`src/rtl/vf_pattern_gen.sv`:
```
// Test-pattern byte source for a USB camera core, MONO or YUY2 raster.
// Optional moving box on pattern 3: define VF_PATTERN_MOVING_BOX_EN.
module vf_pattern_gen #(
    parameter              FRAME_TYPE = "MONO",
    parameter logic [13:0] FRAME_W    = 14'd252,
    parameter logic [13:0] FRAME_H    = 14'd120
) (
    input  logic        clk,
    input  logic        rstn,
    input  logic        vf_sof,
    input  logic        vf_req,
    output logic [7:0]  vf_byte,
    input  logic [1:0]  pattern_sel,
    output logic [15:0] frame_cnt,
    output logic        frame_done,
    output logic        overrun
);

    localparam bit YUY2 = (FRAME_TYPE == "YUY2");

    logic [13:0] x_q, x_d;
    logic [13:0] y_q, y_d;
    logic [1:0]  ph_q, ph_d;
    logic        eof_q, eof_d;
    logic [1:0]  pat_q, pat_d;
    logic [15:0] cnt_q, cnt_d;
    logic        ovr_q, ovr_d;
    logic        done_q, done_d;
    logic [7:0]  byte_q, byte_d;
`ifdef VF_PATTERN_MOVING_BOX_EN
    logic [13:0] box_q, box_d;
`endif

    logic        gen;
    logic        last;
    logic [13:0] lum_x;
    logic [16:0] x8;
    logic [2:0]  bi;
    logic [7:0]  bar;
    logic [7:0]  grad;
    logic [7:0]  lum;

    always_comb begin
        x_d    = x_q;
        y_d    = y_q;
        ph_d   = ph_q;
        eof_d  = eof_q;
        pat_d  = pat_q;
        cnt_d  = cnt_q;
        ovr_d  = ovr_q;
        done_d = 1'b0;
        byte_d = byte_q;
        gen    = 1'b0;
`ifdef VF_PATTERN_MOVING_BOX_EN
        box_d  = box_q;
`endif
        if (YUY2)
            last = (ph_q == 2'd3) && (x_q == FRAME_W - 14'd2)
                && (y_q == FRAME_H - 14'd1);
        else
            last = (x_q == FRAME_W - 14'd1)
                && (y_q == FRAME_H - 14'd1);

        if (vf_sof) begin
            x_d   = '0;
            y_d   = '0;
            ph_d  = '0;
            eof_d = 1'b0;
            pat_d = pattern_sel;
            cnt_d = cnt_q + 16'd1;
            ovr_d = 1'b0;
            gen   = 1'b1;
`ifdef VF_PATTERN_MOVING_BOX_EN
            if (box_q + 14'd2 > FRAME_W - 14'd16)
                box_d = '0;
            else
                box_d = box_q + 14'd2;
`endif
        end else if (vf_req) begin
            if (eof_q) begin
                ovr_d  = 1'b1;
                byte_d = '0;
            end else if (last) begin
                eof_d  = 1'b1;
                done_d = 1'b1;
                byte_d = '0;
            end else begin
                gen = 1'b1;
                // YUY2 keeps x at the even pixel of the pair; Y1 adds one
                if (YUY2) begin
                    ph_d = ph_q + 2'd1;
                    if (ph_q == 2'd3) begin
                        if (x_q == FRAME_W - 14'd2) begin
                            x_d = '0;
                            y_d = y_q + 14'd1;
                        end else begin
                            x_d = x_q + 14'd2;
                        end
                    end
                end else if (x_q == FRAME_W - 14'd1) begin
                    x_d = '0;
                    y_d = y_q + 14'd1;
                end else begin
                    x_d = x_q + 14'd1;
                end
            end
        end

        lum_x = YUY2 ? x_d + {13'd0, ph_d[1]} : x_d;
        x8    = {lum_x, 3'b000};
        bi    = 3'd0;
        for (int k = 1; k < 8; k++)
            if (x8 >= 17'(k) * {3'b000, FRAME_W})
                bi = 3'(k);
        case (bi)
            3'd0:    bar = 8'd235;
            3'd1:    bar = 8'd210;
            3'd2:    bar = 8'd170;
            3'd3:    bar = 8'd145;
            3'd4:    bar = 8'd106;
            3'd5:    bar = 8'd81;
            3'd6:    bar = 8'd41;
            default: bar = 8'd16;
        endcase
        grad = lum_x[7:0] + y_d[7:0] + cnt_d[7:0];
        case (pat_d)
            2'd1:    lum = bar;
            2'd2:    lum = (lum_x[3] ^ y_d[3]) ? 8'd235 : 8'd16;
`ifdef VF_PATTERN_MOVING_BOX_EN
            2'd3:    lum = ((y_d < 14'd16) && (lum_x >= box_d)
                           && (lum_x < box_d + 14'd16))
                           ? 8'd235 : 8'd16;
`endif
            default: lum = grad;
        endcase
        if (gen)
            byte_d = (YUY2 && ph_d[0]) ? 8'h80 : lum;
    end

    always_ff @(posedge clk or negedge rstn) begin
        if (!rstn) begin
            x_q    <= '0;
            y_q    <= '0;
            ph_q   <= '0;
            eof_q  <= 1'b1;
            pat_q  <= '0;
            cnt_q  <= '0;
            ovr_q  <= 1'b0;
            done_q <= 1'b0;
            byte_q <= '0;
        end else begin
            x_q    <= x_d;
            y_q    <= y_d;
            ph_q   <= ph_d;
            eof_q  <= eof_d;
            pat_q  <= pat_d;
            cnt_q  <= cnt_d;
            ovr_q  <= ovr_d;
            done_q <= done_d;
            byte_q <= byte_d;
        end
    end

`ifdef VF_PATTERN_MOVING_BOX_EN
    always_ff @(posedge clk or negedge rstn) begin
        if (!rstn)
            box_q <= '0;
        else
            box_q <= box_d;
    end
`endif

    assign vf_byte    = byte_q;
    assign frame_cnt  = cnt_q;
    assign frame_done = done_q;
    assign overrun    = ovr_q;

endmodule

```
`config.mk`:
```
export PLATFORM = sky130hd
export DESIGN_NAME = vf_pattern_gen
export DESIGN_NICKNAME = d
export VERILOG_FILES = /design/src/rtl/vf_pattern_gen.sv
export SDC_FILE = /design/constraint.sdc
export NUM_CORES = 1
export LEC_CHECK = 0
export ABC_CLOCK_PERIOD_IN_PS = 6700
export BUFFER_PORTS_ARGS = -buffer_cell sky130_fd_sc_hd__buf_2
export CAP_MARGIN = 20
export CORE_ASPECT_RATIO = 0.8
export CORE_MARGIN = 3
export CORE_UTILIZATION = 60
export CTS_CLUSTER_DIAMETER = 200
export DETAILED_ROUTE_END_ITERATION = 16
export GPL_TIMING_DRIVEN = 0
export PLACE_DENSITY = 0.81
export SKIP_CTS_REPAIR_TIMING = 1
export SLEW_MARGIN = 0
export SYNTH_ARGS = -nofsm -noshare
export SYNTH_HDL_FRONTEND = slang
export SYNTH_SLANG_ARGS = --single-unit
```
`constraint.sdc`:
```
create_clock -name clk -period 6.7 [get_ports clk]
set_input_delay 0.67 -clock clk [delete_from_list [all_inputs] [get_ports clk]]
set_output_delay 0.67 -clock clk [all_outputs]
set_load 0.05 [all_outputs]
```
==> flow_summary.json, run 1 <==
{
  "status": "completed",
  "start_kind": "flip-flop",
  "cp.arrival_ns": 5.67,
  "clock_latency_ns": 0.33,
  "path_clk_slew_ns": 0.06,
  "ff2ff_path_depth": 18,
  "synth_area_leaders": "dfrtp_1, xnor2_1, fa_1, xor2_1, nor2_1",
  "clock-sinks": 57,
  "dr.pass1.iters": 5,
  "setup_violations": 0,
  "slew_headroom": 0.404,
  "netlist.area_leader.share": 0.384,
  "final_common_cell": "dfrtp_1",
  "die_w_um": 93.2,
  "grt_pass1_wl_um": 14300,
  "cp_max_fo": 7,
  "areaGrowthSynthToFinish_pct": 12.1,
  "tns_ns": 0,
  "synth_nets": 419,
  "cts-root-buf": "clkbuf_8",
  "synth_enable_flop_cells": 0,
  "yosys_register_bits": 57,
  "min_path_type": "in2async",
  "critPathSlowestCell": "or4_4",
  "yosys.cell_types.count": 69,
  "routed_wl_um": 8490,
  "regToRegSetupSlack_ns": 1.25,
  "yosysSeqAreaShare": 0.391,
  "core-area_um2": 5680,
  "hold_viol_final": 0,
  "start_util": 0.644,
  "timing.rr.start": "x_q[8]$_DFF_PN0_",
  "dieHeight_um": 75.8,
  "yosysWarnings": 0,
  "final_cell_mix": "dfrtp_1, nor2_1, nand2_1, buf_2, inv_1",
  "rsz0062_at_grt": "no",
  "layout_worst_path_cycle_share": 0.814,
  "place_hpwl_um": 6310,
  "cts_buffers": 9,
  "drt-vias-per-instance": 5.98,
  "vias": 3098,
  "ant_nets": 0,
  "synth.avg_cell_area_um2": 9.29,
  "synthSimpleGateAreaFrac": 0.222,
  "rows": 24,
  "cts_tree": "done",
  "power_leakage_nw": 1.94,
  "drc": 0,
  "crit_type": "reg2reg",
  "grt_max_degree": 36,
  "dieArea_um2": 7060,
  "syn_area_um2": 3650,
  "h-tree-depth": 3,
  "place.port_buffers": 31,
  "finalCriticalPeriod_ns": 5.45,
  "met3_usage": 0.0731,
  "drv_slew": 0,
  "synth_fa_ha_area_frac": 0.0870,
  "grt_use_total": 0.265,
  "finClkSkew_ns": 0.00600,
  "wl_per_cell_um": 16.4,
  "hold_slack_ns": 0.335,
  "synthMuxAreaShare": 0.0140,
  "netlist_instances": 393,
  "antenna_found_initial": 0,
  "synth_xor_area_frac": 0.104,
  "p_total_mw": 1.12,
  "required_ns": 6.91,
  "fmax_ghz": 0.183,
  "io_pins": 32,
  "worstSetupEndpointType": "flip-flop",
  "worst_slew_pin_slew_ns": 0.889,
  "r2r_end": "vf_byte[7]$_DFFE_PN0P_",
  "grt_use_met1": 0.360,
  "drt-initial-drc-count": 162,
  "power_density_nw_per_um2": 274,
  "ys.flop_type": "dfrtp_1",
  "max_cap_viol_count": 0,
  "cp_slowest_stage_delay_ns": 0.59,
  "grt_pass1_vias": 2971,
  "use_met2": 0.410,
  "grt.busiest_layer": "met2",
  "antenna_cells": 0,
  "async_flop_share": 1.00,
  "finalNetCount": 463,
  "irDropWorstVdd_mv": 0.310,
  "routabilityCongestion": 0.954,
  "synth_compound_area_frac": 0.131,
  "clock_path_buffers": 2,
  "synth_top_area_cell": "dfrtp_1",
  "drive_gt1_frac": 0.152,
  "grt-ovfl-total": 0,
  "synth_top_family_by_area": "simple AND/OR/NAND/NOR gates",
  "path_cells": "or4_4, or4_1, clkbuf_1, nor3_2, nand2_1, xor2_1, or2_2, fa_1, inv_1, fa_1, a21o_1, a21oi_1, o21bai_1, a21oi_1, xnor3_1, xnor2_1, a21oi_2, a22o_1"
}
Yosys cell counts (4+ instances only):
master    count
xnor2_1      22
o21ai_1       8
ha_1         11
a21oi_1      11
nand3_1      19
xor2_1       19
nand2b_1      5
a31oi_1       6
fa_1          9
inv_1        33
or2_2         5
mux2i_1       4
nand4_1      13
nor2_1       38
nor3_1        7
nor2b_1       4
clkbuf_1      6
nand2_1      35
dfrtp_1      56
o21ai_0       7
kinds of logic (layout without fill, tap and decap cells):
family	after synthesis	after routing
AO/OA/AOI/OAI	68	68
flip-flops	57	57
adder cells (fa/ha/maj)	20	20
buffers and inverters	48	95
multiplexers	5	5
AND/OR/NAND/NOR	153	153
XOR/XNOR	42	42
registers in the layout, indices dropped and copies added, names as in the netlist:
name	cells
x_q	14
frame_cnt	16
eof_q	1
vf_byte	8
overrun	1
frame_done	1
pat_q	2
y_q	14
worst max-delay path by stage:
stage	endpoint	slack [ns]	startpoint	depth (start not counted)
after floorplan	vf_byte[7]$_DFFE_PN0P_	1.73	x_q[8]$_DFF_PN0_	18
after global placement	vf_byte[7]$_DFFE_PN0P_	1.37	x_q[8]$_DFF_PN0_	18
after detailed placement	vf_byte[7]$_DFFE_PN0P_	1.31	x_q[8]$_DFF_PN0_	18
after CTS	vf_byte[7]$_DFFE_PN0P_	1.29	x_q[8]$_DFF_PN0_	18
after global routing	vf_byte[7]$_DFFE_PN0P_	0.96	x_q[8]$_DFF_PN0_	18
final	vf_byte[7]$_DFFE_PN0P_	1.25	x_q[8]$_DFF_PN0_	18
per-stage QoR:
step / setup slack (ns) / instance area [µm²] / cells / util
6_report: 1.25 / 4090 / 518 / 0.721
5_1_grt: 0.961 / 4090 / 518 / 0.721
4_1_cts: 1.29 / 4090 / 517 / 0.720
3_5_place_dp: 1.31 / 3930 / 503 / 0.692
3_3_place_gp: 1.37 / 3910 / 502 / 0.688
2_1_floorplan: 1.73 / 3650 / 393 / -
final cells by class:
class,count,area [µm²]
repair buffers,33,180
clock buffers,14,163
inverters,36,135
plain buffers,12,50.0
fillers,416,1580
multi-input cells,288,2040
well taps,78,97.6
flip-flops and latches,57,1430
report_power, final:
| part | total [mW] | switching, mW | internal, mW | leakage (nW) |
|---|---|---|---|---|
| Clock | 0.274 | 0.124 | 0.151 | 0.0826 |
| Combinational | 0.418 | 0.291 | 0.126 | 1.09 |
| Sequential | 0.427 | 0.0413 | 0.386 | 0.763 |
routing by layer:
layer | wire (µm) | part of all wire
met5 | 0 | 0
met4 | 183 | 0.022
met3 | 680 | 0.080
met2 | 3740 | 0.44
met1 | 3890 | 0.46
critical path, delay by kind of cell (launching register included):
family	cells	cell delay (ns)
XOR/XNOR	3	0.76
flip-flops	1	0.43
AND/OR/NAND/NOR	5	1.92
AO/OA/AOI/OAI	6	0.95
adder cells (fa/ha/maj)	2	0.99
buffers and inverters	2	0.29
No activity file was read; power rests on OpenSTA's default activity.
==> inputs of run 2 (changes only) <==
--- a/config.mk
+++ b/config.mk
@@ -5,7 +5,8 @@
 export SDC_FILE = /design/constraint.sdc
 export NUM_CORES = 1
 export LEC_CHECK = 0
-export ABC_CLOCK_PERIOD_IN_PS = 6700
+export ABC_AREA = 1
+export ABC_CLOCK_PERIOD_IN_PS = 5130
 export BUFFER_PORTS_ARGS = -buffer_cell sky130_fd_sc_hd__buf_2
 export CAP_MARGIN = 20
 export CORE_ASPECT_RATIO = 0.8
==> constraint.sdc (replaced) <==
create_clock -name clk -period 5.13 [get_ports clk]
set_input_delay 0.513 -clock clk [delete_from_list [all_inputs] [get_ports clk]]
set_output_delay 0.513 -clock clk [all_outputs]
set_load 0.05 [all_outputs]
==> run 2 against run 1 <==
Fmax up 26%. Synthesized cell count rose by 30%. Count of clock-buffer cells in the layout shrank 3. Combinational power grew 36%. Sequential cell count did not move. Non-clock buffer count decreased by 6. Largest cell class unchanged. Largest power group is now combinational logic.
==> flow_summary.json, run 2 <==
{
  "grt-ovfl-total": 0,
  "yosysWarnings": 0,
  "synth_top_area_cell": "dfrtp_1",
  "hold_viol_final": 0,
  "fmax_ghz": 0.231,
  "required_ns": 5.36,
  "ys.flop_type": "dfrtp_1",
  "worstSetupEndpointType": "flip-flop",
  "vias": 3406,
  "drc": 0,
  "largest_reg_flops": 16,
  "synth_most_common_cell": "nand2_1",
  "h-tree-depth": 3,
  "setup_violations": 0,
  "grt_use_total": 0.276,
  "irDropWorstVdd_mv": 0.300,
  "synth_nets": 536,
  "min_path_type": "in2async",
  "status": "completed",
  "dieHeight_um": 77.8,
  "stdcell_count": 638,
  "synth_enable_flop_cells": 0,
  "place.port_buffers": 30,
  "ant_nets": 0,
  "cts_tree": "done",
  "grt_pass1_vias": 3400,
  "rsz0062_at_grt": "no",
  "tns_ns": 0,
  "cts_buffers": 9,
  "synth_area_leaders": "dfrtp_1, nand2_1, inv_1, nor2_1, nand3_1",
  "power_leakage_nw": 2.28,
  "finalNetCount": 578,
  "final_common_cell": "nand2_1",
  "routabilityCongestion": 0.943,
  "max_cap_viol_count": 0,
  "ff2ff_path_depth": 25,
  "stdcell_area_um2": 4360,
  "die_w_um": 95.7,
  "setup_ws_ns": 0.800,
  "start_kind": "flip-flop",
  "io_pins": 32,
  "rows": 25,
  "antenna_cells": 0,
  "grt_max_degree": 34,
  "start_util": 0.636,
  "worst_slew_pin_slew_ns": 0.646,
  "async_flop_share": 1.00,
  "antenna_found_initial": 0,
  "synth.avg_cell_area_um2": 7.57,
  "yosys.cell_types.count": 42,
  "path_clk_slew_ns": 0.07,
  "finalCriticalPeriod_ns": 4.33,
  "place_hpwl_um": 6910,
  "cts-root-buf": "clkbuf_8",
  "cp_max_fo": 7,
  "finClkSkew_ns": 0.0108,
  "clock-sinks": 57,
  "yosysSeqAreaShare": 0.370,
  "netlist_instances": 510,
  "crit_type": "reg2reg",
  "dieArea_um2": 7440,
  "slew_headroom": 0.569,
  "drt-initial-drc-count": 283,
  "layout_worst_path_cycle_share": 0.844,
  "regToRegSetupSlack_ns": 0.80,
  "clock_latency_ns": 0.35,
  "hold_slack_ns": 0.168,
  "drive_gt1_frac": 0.181,
  "dr.pass1.iters": 5,
  "dp.cells": 622,
  "syn_area_um2": 3860,
  "netlist.area_leader.share": 0.363,
  "cp.arrival_ns": 4.56,
  "clock_path_buffers": 2,
  "place_area_um2": 4130,
  "fin_util": 0.719,
  "drt-vias-per-instance": 5.34,
  "synth_common_cells": "nand2_1, inv_1, dfrtp_1, nor2_1, nand3_1",
  "drv_slew": 0,
  "core-area_um2": 6070,
  "final_cell_mix": "nand2_1, inv_1, nor2_1, dfrtp_1, nand3_1",
  "p_total_mw": 1.62,
  "grt_pass1_wl_um": 15900,
  "wl_per_cell_um": 14.2,
  "routed_wl_um": 9050,
  "yosys_register_bits": 57,
  "power_density_nw_per_um2": 371,
  "areaGrowthSynthToFinish_pct": 13.0,
  "detailedPlace.worstSlack_ns": 0.596
}
-- run 2: where the power goes --
group | switching [mW] | internal (mW)
combinational | 0.414 | 0.156
sequential | 0.0576 | 0.510
clock | 0.185 | 0.298
total | 0.656 | 0.964
-- run 2: kinds of logic (layout without fill, tap and decap cells) --
group / after synthesis / after routing / synth area share
AO/OA/AOI/OAI: 45 / 45 / 0.0703
XOR/XNOR: 21 / 21 / 0.0476
adder cells (fa/ha/maj): 20 / 20 / 0.0823
buffers and inverters: 99 / 146 / 0.100
flip-flops: 57 / 57 / 0.370
AND/OR/NAND/NOR: 268 / 268 / 0.330
-- run 2: layout make-up --
type	instances	area [µm²]
multi-input cells	354	2050
fillers	473	1710
flip-flops and latches	57	1430
inverters	91	342
repair buffers	31	170
clock buffers	11	151
well taps	81	101
clock inverters	5	77.6
plain buffers	8	46.3
-- run 2: routing by layer --
| layer | vias up | wire length [µm] | track usage |
|---|---|---|---|
| met5 | - | 0 | 0 |
| met4 | 0 | 147 | 0.102 |
| met3 | 25 | 675 | 0.0620 |
| met2 | 118 | 4230 | 0.432 |
| met1 | 1575 | 4000 | 0.374 |
| li1 | 1688 | - | - |
-- run 2: critical path, stage by stage, from the launching register on --
cell and delay, ns:
dfrtp_1 0.40, ha_1 0.26, nand2_1 0.10, nand3b_1 0.20, nor2_4 0.19, nand3_4 0.16, inv_2 0.12, o21ai_0 0.08
nor2_1 0.29, fa_1 0.46, ha_1 0.24, fa_1 0.40, nand2_1 0.08, inv_1 0.05, nor2_1 0.08, o21bai_1 0.09
nand2_1 0.07, nand2_1 0.05, a21oi_1 0.15, xnor2_1 0.18, xor2_1 0.24, nor2_1 0.08, nor2_1 0.08, nand2_1 0.05
nand3_1 0.06, nand2_1 0.05
-- run 2: worst paths after layout --
path | end | start
max reg2reg | vf_byte[7]$_DFFE_PN0P_ | x_q[0]$_DFF_PN0_
min | y_q[4]$_DFF_PN0_ | rstn
min reg2reg | frame_cnt[15]$_DFFE_PN0P_ | frame_cnt[15]$_DFFE_PN0P_
min in group clk | eof_q$_DFFE_PN1N_ | vf_req
max in group asynchronous | eof_q$_DFFE_PN1N_ | rstn
max | vf_byte[7]$_DFFE_PN0P_ | x_q[0]$_DFF_PN0_
